[src/rtl/seg7_scan_display_pkg.sv]
// Shared constants and types for the 5-position multiplexed 7-segment display.
// Segment patterns are active-high, ordered {g,f,e,d,c,b,a}.
package seg7_scan_display_pkg;

  localparam int NUM_POS = 5;

  // Internal (active-high) level for "no anode driven".
  localparam logic [4:0] AN_OFF = 5'b00000;

  localparam logic [6:0] SEG_BLANK = 7'h00;
  localparam logic [6:0] SEG_MINUS = 7'h40;
  localparam logic [6:0] SEG_ERR_E = 7'h79;

  // Index n holds the pattern for digit n (element [9] is listed first).
  localparam logic [9:0][6:0] SEG_DIGIT = {
    7'h6F, 7'h7F, 7'h07, 7'h7D, 7'h6D, 7'h66, 7'h4F, 7'h5B, 7'h06, 7'h3F
  };

  // One frame's worth of display inputs; digit[3] is the most significant.
  typedef struct packed {
    logic [3:0][3:0] digit;
    logic            minus;
    logic            lz;
  } snapshot_t;

endpackage

[src/rtl/seg7_scan_display_bcd_to_seg7.sv]
// Combinational BCD to active-high 7-segment decoder; codes 10..15 show 'E'.
module bcd_to_seg7
  import seg7_scan_display_pkg::*;
(
  input  logic [3:0] bcd,
  output logic [6:0] seg
);

  // NOTE: every output of a combinational block gets a default first, so no path can infer a latch.
  always_comb begin
    seg = SEG_ERR_E;
    if (bcd <= 4'd9) seg = SEG_DIGIT[bcd];
  end

endmodule

[src/rtl/seg7_scan_display.sv]
// Time-multiplexes four BCD digits plus a floating minus sign onto a 5-position
// common-anode display, with leading-zero blanking, fixed dp and guard blanking.
module seg7_scan_display
  import seg7_scan_display_pkg::*;
#(
  parameter int SLOT_CYCLES  = 100000,
  parameter int GUARD_CYCLES = 2,
  parameter int DP_POS       = 2,
  parameter bit ACTIVE_LOW   = 1'b1
) (
  input  logic       clk,
  input  logic       reset,
  input  logic [3:0] d3,
  input  logic [3:0] d2,
  input  logic [3:0] d1,
  input  logic [3:0] d0,
  input  logic       minus_flag,
  input  logic       lz_blank,
  output logic [4:0] an,
  output logic [6:0] seg,
  output logic       dp,
  output logic       frame_start
);

  localparam int             CW        = (SLOT_CYCLES > 1) ? $clog2(SLOT_CYCLES) : 1;
  localparam logic [CW-1:0]  CNT_LAST  = CW'(SLOT_CYCLES - 1);
  localparam logic [CW-1:0]  GUARD_END = CW'(GUARD_CYCLES);
  localparam logic [2:0]     POS_LAST  = 3'(NUM_POS - 1);
  localparam logic [2:0]     DP_IDX    = 3'(DP_POS);
  localparam logic [4:0]     AN_MASK   = {5{ACTIVE_LOW}};
  localparam logic [6:0]     SEG_MASK  = {7{ACTIVE_LOW}};

  logic [CW-1:0] cnt;
  logic [2:0]    pos;
  logic          snap;
  snapshot_t     shadow;
  snapshot_t     view;
  logic [3:1]    blank;
  logic [2:0]    sign_pos;
  logic [3:0]    cur_digit;
  logic [6:0]    digit_seg;
  logic [4:0]    an_nxt;
  logic [6:0]    seg_nxt;
  logic          dp_nxt;

  // The first cycle of every frame (including the one right after reset)
  // displays what is being captured, so the shadow is bypassed then.
  assign snap = (cnt == '0) && (pos == '0);
  assign view = snap ? {d3, d2, d1, d0, minus_flag, lz_blank} : shadow;

  // Blanking ripples down from d3 and stops at the decimal-point digit.
  always_comb begin
    blank    = '0;
    blank[3] = view.lz && (view.digit[3] == 4'd0) && (DP_POS < 3);
    blank[2] = blank[3] && (view.digit[2] == 4'd0) && (DP_POS < 2);
    blank[1] = blank[2] && (view.digit[1] == 4'd0) && (DP_POS < 1);
    sign_pos = blank[1] ? 3'd1 : blank[2] ? 3'd2 : blank[3] ? 3'd3 : 3'd4;
  end

  assign cur_digit = view.digit[pos[1:0]];

  bcd_to_seg7 u_bcd_to_seg7 (
    .bcd (cur_digit),
    .seg (digit_seg)
  );

  always_comb begin
    an_nxt  = AN_OFF;
    seg_nxt = SEG_BLANK;
    dp_nxt  = 1'b0;
    if (cnt >= GUARD_END) begin
      if (pos < sign_pos) begin
        an_nxt  = 5'b00001 << pos;
        seg_nxt = digit_seg;
        dp_nxt  = (pos == DP_IDX);
      end else if ((pos == sign_pos) && view.minus) begin
        an_nxt  = 5'b00001 << pos;
        seg_nxt = SEG_MINUS;
      end
    end
  end

  // NOTE: sequential state uses non-blocking assignments only, so every register samples pre-edge values.
  always_ff @(posedge clk or posedge reset) begin
    if (reset) begin
      cnt         <= '0;
      pos         <= '0;
      shadow      <= '0;
      an          <= AN_OFF ^ AN_MASK;
      seg         <= SEG_BLANK ^ SEG_MASK;
      dp          <= ACTIVE_LOW;
      frame_start <= 1'b0;
    end else begin
      frame_start <= snap;
      if (snap) shadow <= view;
      an  <= an_nxt ^ AN_MASK;
      seg <= seg_nxt ^ SEG_MASK;
      dp  <= dp_nxt ^ ACTIVE_LOW;
      if (cnt == CNT_LAST) begin
        cnt <= '0;
        pos <= (pos == POS_LAST) ? 3'd0 : pos + 3'd1;
      end else begin
        cnt <= cnt + CW'(1);
      end
    end
  end

endmodule

[config.mk]
export PLATFORM = sky130hd
export DESIGN_NAME = seg7_scan_display
export DESIGN_NICKNAME = d
export VERILOG_FILES = /design/src/rtl/seg7_scan_display_pkg.sv /design/src/rtl/seg7_scan_display_bcd_to_seg7.sv /design/src/rtl/seg7_scan_display.sv
export SDC_FILE = /design/constraint.sdc
export NUM_CORES = 1
export LEC_CHECK = 0
export ABC_AREA = 0
export CORE_UTILIZATION = 60
export CTS_CLUSTER_SIZE = 20
export DETAILED_ROUTE_END_ITERATION = 8
export DONT_BUFFER_PORTS = 1
export HOLD_SLACK_MARGIN = 0.12
export PLACE_DENSITY = 0.76
export SLEW_MARGIN = 0
export SYNTH_ARGS = -nofsm -noshare
export SYNTH_HDL_FRONTEND = slang
export SYNTH_HIERARCHICAL = 1
export SYNTH_SLANG_ARGS = --single-unit
[constraint.sdc]
create_clock -name clk -period 4.3 [get_ports clk]
set_clock_uncertainty 0.2 [all_clocks]
set_input_delay 0.43 -clock clk [delete_from_list [all_inputs] [get_ports clk]]
set_output_delay 0.43 -clock clk [all_outputs]
set_load 0.02 [all_outputs]
==> summary.txt, run 1 <==
Die
  • Core area: 0.00414 mm²
  • Die Width: 69.0 µm
  • Die area: 0.00476 mm²
  • I/O pins: 34
  • Initial core utilization: 64.9%
  • Die height: 69.0 µm
  • Num rows: 23

Worst setup path
  • Worst r2r src: pos[1]
  • CP Data Arrival Time: approximately 4 ns
  • R2R setup slack: 0.25 ns
  • Critical R2R Capture: dp
  • Setup crit start kind: flop
  • Slowest-stage cell, CP: or4b_1
  • CP peak stage delay: between 0.5 and 0.6 ns
  • Critical path class: flop to flop
  • Req. time, crit path: 4.32 ns
  • Cells along the critical path: inv_1 -> ha_1 -> nand3_2 -> nor2_8 -> mux2_2 -> or4b_1 -> ha_1 -> a21o_1 -> a21oi_1 -> nor2b_2 -> nand3_1
  • Most used cell, CP: ha_1
  • CP Capture Type: flop
  • Cell count of the worst reg-to-reg path: 11
  • CP Max Fanout: 16

GRT
  • First-pass GRT wire length: 7870 µm
  • Vias in the first global route: ~1.7k
  • Largest net degree at the start of global routing: 53
  • Gr ovfl total: 0
  • All-layer global routing usage: 23.0%
  • Antenna violations before repair: 0

Status
  • Status: finished, final reports clean

Worst hold path
  • Hold path startpoint: d3[3]
  • Hold Path End: shadow[17]
  • Number of cells on the worst hold path: 1
  • Hold Crit Class: input port to flop

Clock tree
  • # Post-CTS Setup Buffers: 0
  • Clk_lat worst skew: 0.30 ns
  • Clk buf depth: 2
  • Max H-tree Level: 2
  • CTS tree: done
  • Root Driver: clkbuf_8
  • Total CTS buffers: 5
  • Clock transition at path regs: 0.09 ns
  • CTS Sinks: 52

STA
  • Worst Tran Pin Value: 1.01 ns
  • Slew Viols, Final: 0
  • Hold WS: 0.135 ns
  • Tcrit/Tclk final: 94.1%
  • RSZ-0062 raised after global routing: no
  • Final hold violation count: 0
  • Fmax: 247 MHz
  • Final setup vio count: 0
  • Final worst-path setup slack: between 0.2 and 0.3 ns
  • Minimum clock period: 4.05 ns
  • Sum Neg Setup Slack: 0 ns
  • Slew margin rel.: 32.9%

Placement
  • I/O Buffers: 0
  • Pre-CTS WS: 0.253 ns
  • DP Wirelength: around 3400 µm
  • Placer Congestion: 0.848

Final layout
  • Fin nets: 283
  • N_diodes: 0
  • Fraction of layout cells with a size suffix above 1: 21.5%
  • Synth-to-layout area growth: 11.3%
  • Core Util, Final: just over 70%
  • Fill cells: roughly 310

Yosys
  • Syn avg cell area: 11.9 µm²
  • Distinct cells, synth: 43
  • Leading area contributor after synthesis: dfrtp_1
  • Synth area leaders: dfrtp_1, dfstp_2, ha_1, mux2_2, mux4_2
  • Main synth FF type: dfrtp_1
  • Mapped Nets: ~260
  • Gate count after technology mapping: 226
  • Synthesized flop and latch total: 52
  • Sequential fraction of the synthesis area: 49.0%
  • Share of the synthesized area in the top cell type: a little over a third
  • Yosys warns: 6
  • Post-synth EDFFs: 0
  • Mapped cell area: 0.00269 mm²
  • Ys async rst share: between 90% and 100%

Route
  • Residual DRC count: 0
  • DRT iter0 DRCs: approximately 110
  • Routed length per instance: 15.9 µm
  • Via count: roughly 1.8k
  • TritonRoute pass-1 iters: 4
  • Via density: 5.95
  • Final ANT Viol Nets: 0
  • Detailed Route WL: 4710 µm

Power
  • Maximum VDD drop: 0.213 mV
  • P per Cell Area: 302 mW/mm²
  • P_leak: between 0.001 and 0.0015 µW

Run
  • Max cap viols: 0
==> per-stage QoR <==
stage	total power, µW	instances	instance area [µm²]
6_report	903	296	3000
5_1_grt	942	296	3000
4_1_cts	909	296	2990
3_5_place_dp	577	272	2730
3_3_place_gp	574	272	2730
2_1_floorplan	568	226	2690
==> worst max-delay path: cells and delay by family, from the launching register on <==
| family | cells | cell delay [ns] |
|---|---|---|
| AO/OA/AOI/OAI | 2 | 0.62 |
| adder cells (fa/ha/maj) | 2 | 0.61 |
| buffers and inverters | 1 | 0.23 |
| flip-flops | 1 | 0.43 |
| multiplexers | 1 | 0.41 |
| AND/OR/NAND/NOR | 5 | 1.45 |
==> worst max path at each step <==
stage | from | to | slack [ns] | cells past startpoint
2_1_floorplan | cnt[3] | dp | 0.79 | 11
3_5_place_dp | pos[1] | dp | 0.25 | 11
5_1_grt | pos[1] | dp | 0.03 | 11
3_3_place_gp | pos[1] | dp | 0.38 | 11
4_1_cts | pos[1] | dp | 0.21 | 11
6_report | pos[1] | dp | 0.25 | 11
==> per-layer routing <==
layer / routed length [µm] / global-route usage (%)
met5: 0 / 0
met4: 109 / 7.14
met3: 208 / 5.76
met2: 2210 / 35.3
met1: 2180 / 31.9
==> placed cells by master (no fill, tap or decap), types with 5 or more instances in the layout <==
master	count
a21oi_1	5
and3_1	5
clkbuf_8	5
dfrtp_1	39
dfstp_2	13
dlygate4sd3_1	16
ha_1	18
inv_1	8
mux2_2	13
nand2_1	20
nand3_1	9
nor2_1	15
o21ai_0	13
xnor2_1	7
xor2_1	7
==> registers in the layout (all words and copies together) (netlist names) <==
name	count
an	5
cnt	17
dp	1
frame_start	1
pos	3
seg	7
shadow	18
==> synthesized netlist by cell type, types with 3 or more instances <==
| cell | count |
|---|---|
| a21o_1 | 3 |
| buf_6 | 3 |
| nand4_1 | 4 |
| inv_1 | 9 |
| nor2_1 | 15 |
| dfstp_2 | 13 |
| mux2_2 | 13 |
| dfrtp_1 | 39 |
| xor2_1 | 7 |
| and3_1 | 5 |
| o21ai_0 | 13 |
| mux4_2 | 4 |
| nand3_1 | 9 |
| xnor2_1 | 7 |
| nand2_1 | 20 |
| a21oi_1 | 5 |
| nor4_4 | 3 |
| nor2b_1 | 4 |
| ha_1 | 18 |
| nor3b_1 | 3 |
==> logic make-up (layout without fill, tap and decap cells) <==
family,count (synthesis),in the layout,share of synthesized area (%)
simple gates,81,81,18.9
flops,52,52,49.0
compound gates,27,27,6.55
mux,19,19,9.76
fa+ha+maj,18,18,8.37
buf+inv,15,35,2.93
xor+xnor,14,14,4.56
==> where the power goes <==
part	internal, µW	total [µW]	switching, µW
combinational	29.3	61.5	32.2
sequential	507	518	10.8
clock	173	324	151
total	709	903	194
==> cell type report <==
cell class	instances	area, µm²	area share, %
flip-flops and latches	52	1320	44.0
clock inverters	2	35.0	1.17
multi-input cells	159	1300	43.5
repair buffers	17	168	5.60
well taps	50	62.6	2.09
inverters	10	37.5	1.25
clock buffers	6	72.6	2.42
==> repair_timing <==
item | in CTS | in global routing
hold buffers | 16 | 0
hold endpoints to repair | 54 | 0
endpoints found under the setup margin | 0 | 7
resized for setup | 0 | 1
(Power assumes the default switching activity.)
==> inputs of run 2 (changes only) <==
--- a/config.mk
+++ b/config.mk
@@ -7,11 +7,12 @@
 export LEC_CHECK = 0
 export ABC_AREA = 0
 export CORE_UTILIZATION = 60
-export CTS_CLUSTER_SIZE = 20
+export CTS_CLUSTER_SIZE = 12
 export DETAILED_ROUTE_END_ITERATION = 8
 export DONT_BUFFER_PORTS = 1
 export HOLD_SLACK_MARGIN = 0.12
 export PLACE_DENSITY = 0.76
+export RECOVER_POWER = 25
 export SLEW_MARGIN = 0
 export SYNTH_ARGS = -nofsm -noshare
 export SYNTH_HDL_FRONTEND = slang
==> summary.txt, run 2 (synthesis results as in run 1) <==
Status
  • Status: finished with violations
  • Failing checks: max-capacitance violations, max-slew violations

STA
  • Final hold violation count: 0
  • Worst Tran Pin Value: 1.83 ns
  • RSZ-0062 raised after global routing: no
  • Final setup vio count: 0
  • Hold WS: 0.135 ns
  • Tcrit/Tclk final: 93.7%
  • Sum Neg Setup Slack: 0 ns
  • Fmax: 248 MHz
  • Slew Viols, Final: 53
  • Slew margin rel.: -22.2%
  • Minimum clock period: roughly 4 ns

Clock tree
  • # Post-CTS Setup Buffers: 0
  • Total CTS buffers: 5
  • Clock transition at path regs: roughly 0.09 ns
  • Clk_lat worst skew: approximately 0.30 ns
  • Root Driver: clkbuf_8
  • Max H-tree Level: 2
  • CTS Sinks: 52
  • Clk buf depth: 2
  • CTS tree: done

Power
  • P_leak: 0.00135 µW
  • Switching power: approximately 190 µW
  • PnR Total Power: 901 µW
  • Comb power frac: under 10%
  • Sw frac: 21.5%
  • Clock share of power: 36.0%
  • Maximum VDD drop: 0.213 mV
  • P per Cell Area: between 300 and 400 mW/mm²
  • Seq pwr share: 57.2%
  • Internal: just over 700 µW

Final layout
  • Synth-to-layout area growth: 11.3%
  • Largest reg by FF count: shadow
  • Fraction of layout cells with a size suffix above 1: between 15 and 20%
  • Largest regs: shadow: 18 flops, cnt: 17 flops, seg: 7 flops
  • N_diodes: 0
  • Fin nets: between 200 and 300
  • Commonest non-fill, non-tap cell in the layout: dfrtp_1
  • Fill cells: 312
  • Max FFs per register: 18
  • Most frequent cells in the layout: dfrtp_1, nand2_1, ha_1
  • Core Util, Final: 72.3%

Route
  • DRT iter0 DRCs: 87
  • Via density: 5.94
  • Via count: approximately 1.8k
  • Residual DRC count: 0
  • Detailed Route WL: 4710 µm
  • Final ANT Viol Nets: 0
  • Routed length per instance: 15.9 µm
  • TritonRoute pass-1 iters: 4

Die
  • Die height: 69.0 µm
  • Num rows: 23
  • Die Width: around 69 µm
  • Die area: 0.00476 mm²
  • Initial core utilization: 64.9%
  • Core area: 0.00414 mm²
  • I/O pins: 34

Worst setup path
  • CP Data Arrival Time: 4.05 ns
  • Slowest-stage cell, CP: or4b_1
  • CP peak stage delay: 0.53 ns
  • Setup crit start kind: flop
  • Most used cell, CP: ha_1
  • Req. time, crit path: between 4 and 5 ns
  • CP Max Fanout: 16
  • Critical path class: flop to flop
  • CP Capture Type: flop
  • Cells along the critical path: inv_1 -> ha_1 -> nand3_2 -> nor2_8 -> mux2_2 -> or4b_1 -> ha_1 -> a21o_1 -> a21oi_1 -> nor2b_2 -> nand3_1

Worst hold path
  • Hold Crit Class: input port to flop

GRT
  • All-layer global routing usage: 23.0%
  • Antenna violations before repair: 0
  • First-pass GRT wire length: a little under 8000 µm
  • Vias in the first global route: 1,653
  • Gr ovfl total: 0
  • Largest net degree at the start of global routing: 53

Placement
  • I/O Buffers: 0
  • Placer Congestion: 0.848
  • DP Wirelength: around 3400 µm

Run
  • Max cap viols: 1
-- run 2: path summary, 6_finish.rpt --
| check | startpoint | cells past startpoint | slack (ns) | end |
|---|---|---|---|---|
| setup / recovery | pos[1] | 11 | 0.27 | dp |
| hold / removal | d3[3] | 1 | 0.13 | shadow[17] |
| setup reg to reg | pos[1] | 11 | 0.27 | dp |
| hold reg to reg | cnt[0] | 1 | 0.29 | cnt[0] |
| max in group asynchronous | reset | 2 | 1.88 | pos[2] |
| min in group asynchronous | reset | 2 | 0.94 | shadow[3] |
-- run 2: worst max-delay path, delay by kind of cell (launching register included) --
family                   cells  cell delay, ns
adder cells (fa/ha/maj)      2            0.60
multiplexers                 1            0.41
buffers and inverters        1            0.23
AO/OA/AOI/OAI                2            0.61
flip-flops                   1            0.43
AND/OR/NAND/NOR              5            1.45
-- run 2: cell type report --
cell class	count	area, µm²	share of cell area (%)
sequential	52	1320	44.0
clock buffer	6	72.6	2.42
multi-input combinational	159	1300	43.5
inverter	10	37.5	1.25
clock inverter	2	35.0	1.17
timing repair buffer	17	168	5.60
tap	50	62.6	2.09
-- run 2: metrics by stage --
| step | area [µm²] | std cells | setup WS [ns] |
|---|---|---|---|
| 6_report | 3000 | 296 | 0.271 |
| 5_1_grt | 3000 | 296 | 0.0366 |
| 4_1_cts | 2990 | 296 | 0.213 |
| 2_1_floorplan | 2690 | 226 | 0.792 |
| 3_5_place_dp | 2730 | 272 | 0.253 |
| 3_3_place_gp | 2730 | 272 | 0.376 |
-- run 2: per-layer routing --
metal	vias up	track usage [%]	share of wire [%]
met5	-	0	0
met4	0	7.14	2.4
met3	12	5.76	4.3
met2	61	35.3	47
met1	856	31.9	47
li1	830	-	-
-- run 2: power groups by stage --
stage / clock (µW) / sequential, µW / combinational, µW
5_1_grt: 353 / 518 / 68.7
3_5_place_dp: 0 / 527 / 49.2
6_report: 324 / 516 / 61.3
4_1_cts: 330 / 518 / 61.5
2_1_floorplan: 0 / 526 / 42.0
3_3_place_gp: 0 / 527 / 47.0
-- run 2: repair_timing --
action | 4_1_cts | 5_1_grt
resized for setup | 0 | 1
hold buffers | 16 | 0
endpoints found under the hold margin | 54 | 0
endpoints found under the setup margin | 0 | 7
==> inputs of run 3 (changes only) <==
--- a/config.mk
+++ b/config.mk
@@ -6,12 +6,14 @@
 export NUM_CORES = 1
 export LEC_CHECK = 0
 export ABC_AREA = 0
-export CORE_UTILIZATION = 60
+export CELL_PAD_IN_SITES_DETAIL_PLACEMENT = 1
+export CELL_PAD_IN_SITES_GLOBAL_PLACEMENT = 1
+export CORE_UTILIZATION = 50
 export CTS_CLUSTER_SIZE = 12
 export DETAILED_ROUTE_END_ITERATION = 8
 export DONT_BUFFER_PORTS = 1
 export HOLD_SLACK_MARGIN = 0.12
-export PLACE_DENSITY = 0.76
+export PLACE_DENSITY_LB_ADDON = 0.1
 export RECOVER_POWER = 25
 export SLEW_MARGIN = 0
 export SYNTH_ARGS = -nofsm -noshare
==> summary.txt, run 3 (synthesis results as in run 1) <==
Worst setup path
  • Req. time, crit path: 4.31 ns
  • CP Data Arrival Time: 3.99 ns
  • Setup crit start kind: flop
  • CP Max Fanout: 16
  • CP Capture Type: flop
  • Critical path class: flop to flop

Clock tree
  • CTS tree: done
  • Root Driver: clkbuf_8
  • Clk buf depth: 2
  • # Post-CTS Setup Buffers: 0
  • Clk_lat worst skew: about 0.30 ns
  • CTS Sinks: 52
  • Clock transition at path regs: 0.10 ns
  • Total CTS buffers: 5
  • Max H-tree Level: 2

Placement
  • Placer Congestion: 0.748
  • DP Wirelength: slightly above 4000 µm
  • I/O Buffers: 0

Final layout
  • Largest reg by FF count: shadow
  • Largest regs: shadow: 18 flops, cnt: 17 flops, seg: 7 flops
  • Max FFs per register: 18
  • Commonest non-fill, non-tap cell in the layout: dfrtp_1
  • N_diodes: 0
  • Fin nets: 282
  • Fraction of layout cells with a size suffix above 1: 15.9%
  • Synth-to-layout area growth: 11.1%
  • Fill cells: between 500 and 600
  • Most frequent cells in the layout: dfrtp_1, nand2_1, ha_1

GRT
  • Gr ovfl total: 0
  • Vias in the first global route: 1,836
  • All-layer global routing usage: ~22%
  • First-pass GRT wire length: around 9300 µm
  • Antenna violations before repair: 0
  • Largest net degree at the start of global routing: 53

Power
  • PnR Total Power: 859 µW
  • Maximum VDD drop: 0.164 mV
  • P_leak: 0.00133 µW
  • P per Cell Area: between 200 and 300 mW/mm²

STA
  • Worst Tran Pin Value: 1.89 ns
  • Sum Neg Setup Slack: 0 ns
  • Hold WS: 0.138 ns
  • Final setup vio count: 0
  • Slew Viols, Final: 53
  • Slew margin rel.: -26.3%
  • Minimum clock period: approximately 4.0 ns
  • RSZ-0062 raised after global routing: no
  • Fmax: 251 MHz
  • Tcrit/Tclk final: between 90% and 100%
  • Final hold violation count: 0

Die
  • Initial core utilization: 52.4%
  • Core area: 0.00514 mm²
  • Die height: 75.4 µm
  • Die area: approximately 0.0057 mm²
  • Die Width: around 75 µm
  • Num rows: 26
  • I/O pins: 34

Route
  • Via density: 5.59
  • Final ANT Viol Nets: 0
  • Residual DRC count: 0
  • Detailed Route WL: around 5800 µm
  • DRT iter0 DRCs: 87
  • Routed length per instance: 18.3 µm
  • TritonRoute pass-1 iters: 4
  • Via count: roughly 1.8k

Status
  • Failing checks: max-capacitance violations, max-slew violations
  • Status: finished with violations

Worst hold path
  • Hold Crit Class: input port to flop

Run
  • Max cap viols: 1
## run 3: changes by cell type in the layout (fill, tap and decap cells not counted)
cell	delta
bufinv_16	-1
nor2b_1	+1
clkinvlp_4	+1
nor2b_2	-1
dlygate4sd3_1	-1
inv_6	+1
clkbuf_1	-1
## run 3: path summary, 6_finish.rpt
check / cells past startpoint / start / slack (ns) / to
worst min register to register: 1 / cnt[0] / 0.30 / cnt[0]
min in group asynchronous: 2 / reset / 0.98 / shadow[12]
max in group asynchronous: 2 / reset / 1.83 / shadow[10]
worst min-delay path: 2 / d3[1] / 0.14 / shadow[15]
worst max-delay path: 11 / pos[1] / 0.32 / seg[4]
worst max register to register: 11 / pos[1] / 0.32 / seg[4]
## run 3: timing repair
item	4_1_cts	5_1_grt
gates resized for setup	0	0
hold endpoints to repair	53	0
hold buffers	15	0
## run 3: critical path, cell delays in order (launching register included)
cell,delay (ns)
dfrtp_1,0.45
inv_1,0.28
ha_1,0.28
nand3_2,0.18
nor2_8,0.30
mux2_2,0.42
or4b_1,0.54
ha_1,0.31
a21o_1,0.16
a21oi_1,0.17
nor2b_1,0.47
nand2_1,0.13
## run 3: per-layer routing
layer  GRT usage, %  wire length (µm)  up-vias
met5              0                 0        -
met4           8.23                95        0
met3           4.76               347       11
met2           36.3              2700       47
met1           29.9              2630      885
li1               -                 -      819
## run 3: metrics by stage
step | std cells | setup WS, ns | instance area (µm²) | utilization, %
finish | 315 | 0.321 | 2990 | 58.2
global route | 315 | 0.102 | 2990 | 58.2
CTS | 315 | 0.284 | 2990 | 58.2
global placement | 292 | 0.498 | 2750 | 53.5
floorplan | 226 | 0.792 | 2690 | -
detailed placement | 292 | 0.319 | 2750 | 53.5
## run 3: cell type report
class / count / area, µm² / area share, %
Sequential cell: 52 / 1320 / 44.1
Multi-Input combinational cell: 159 / 1300 / 43.5
Timing Repair Buffer: 16 / 158 / 5.27
Tap cell: 70 / 87.6 / 2.93
Clock buffer: 5 / 68.8 / 2.30
Inverter: 10 / 37.5 / 1.26
Clock inverter: 3 / 21.3 / 0.711
## run 3: report_power, final
group,leakage (µW),internal (µW),switching (µW)
clock network,0.0000445,116,164
logic,0.000669,28.8,33.1
registers,0.000616,505,11.7
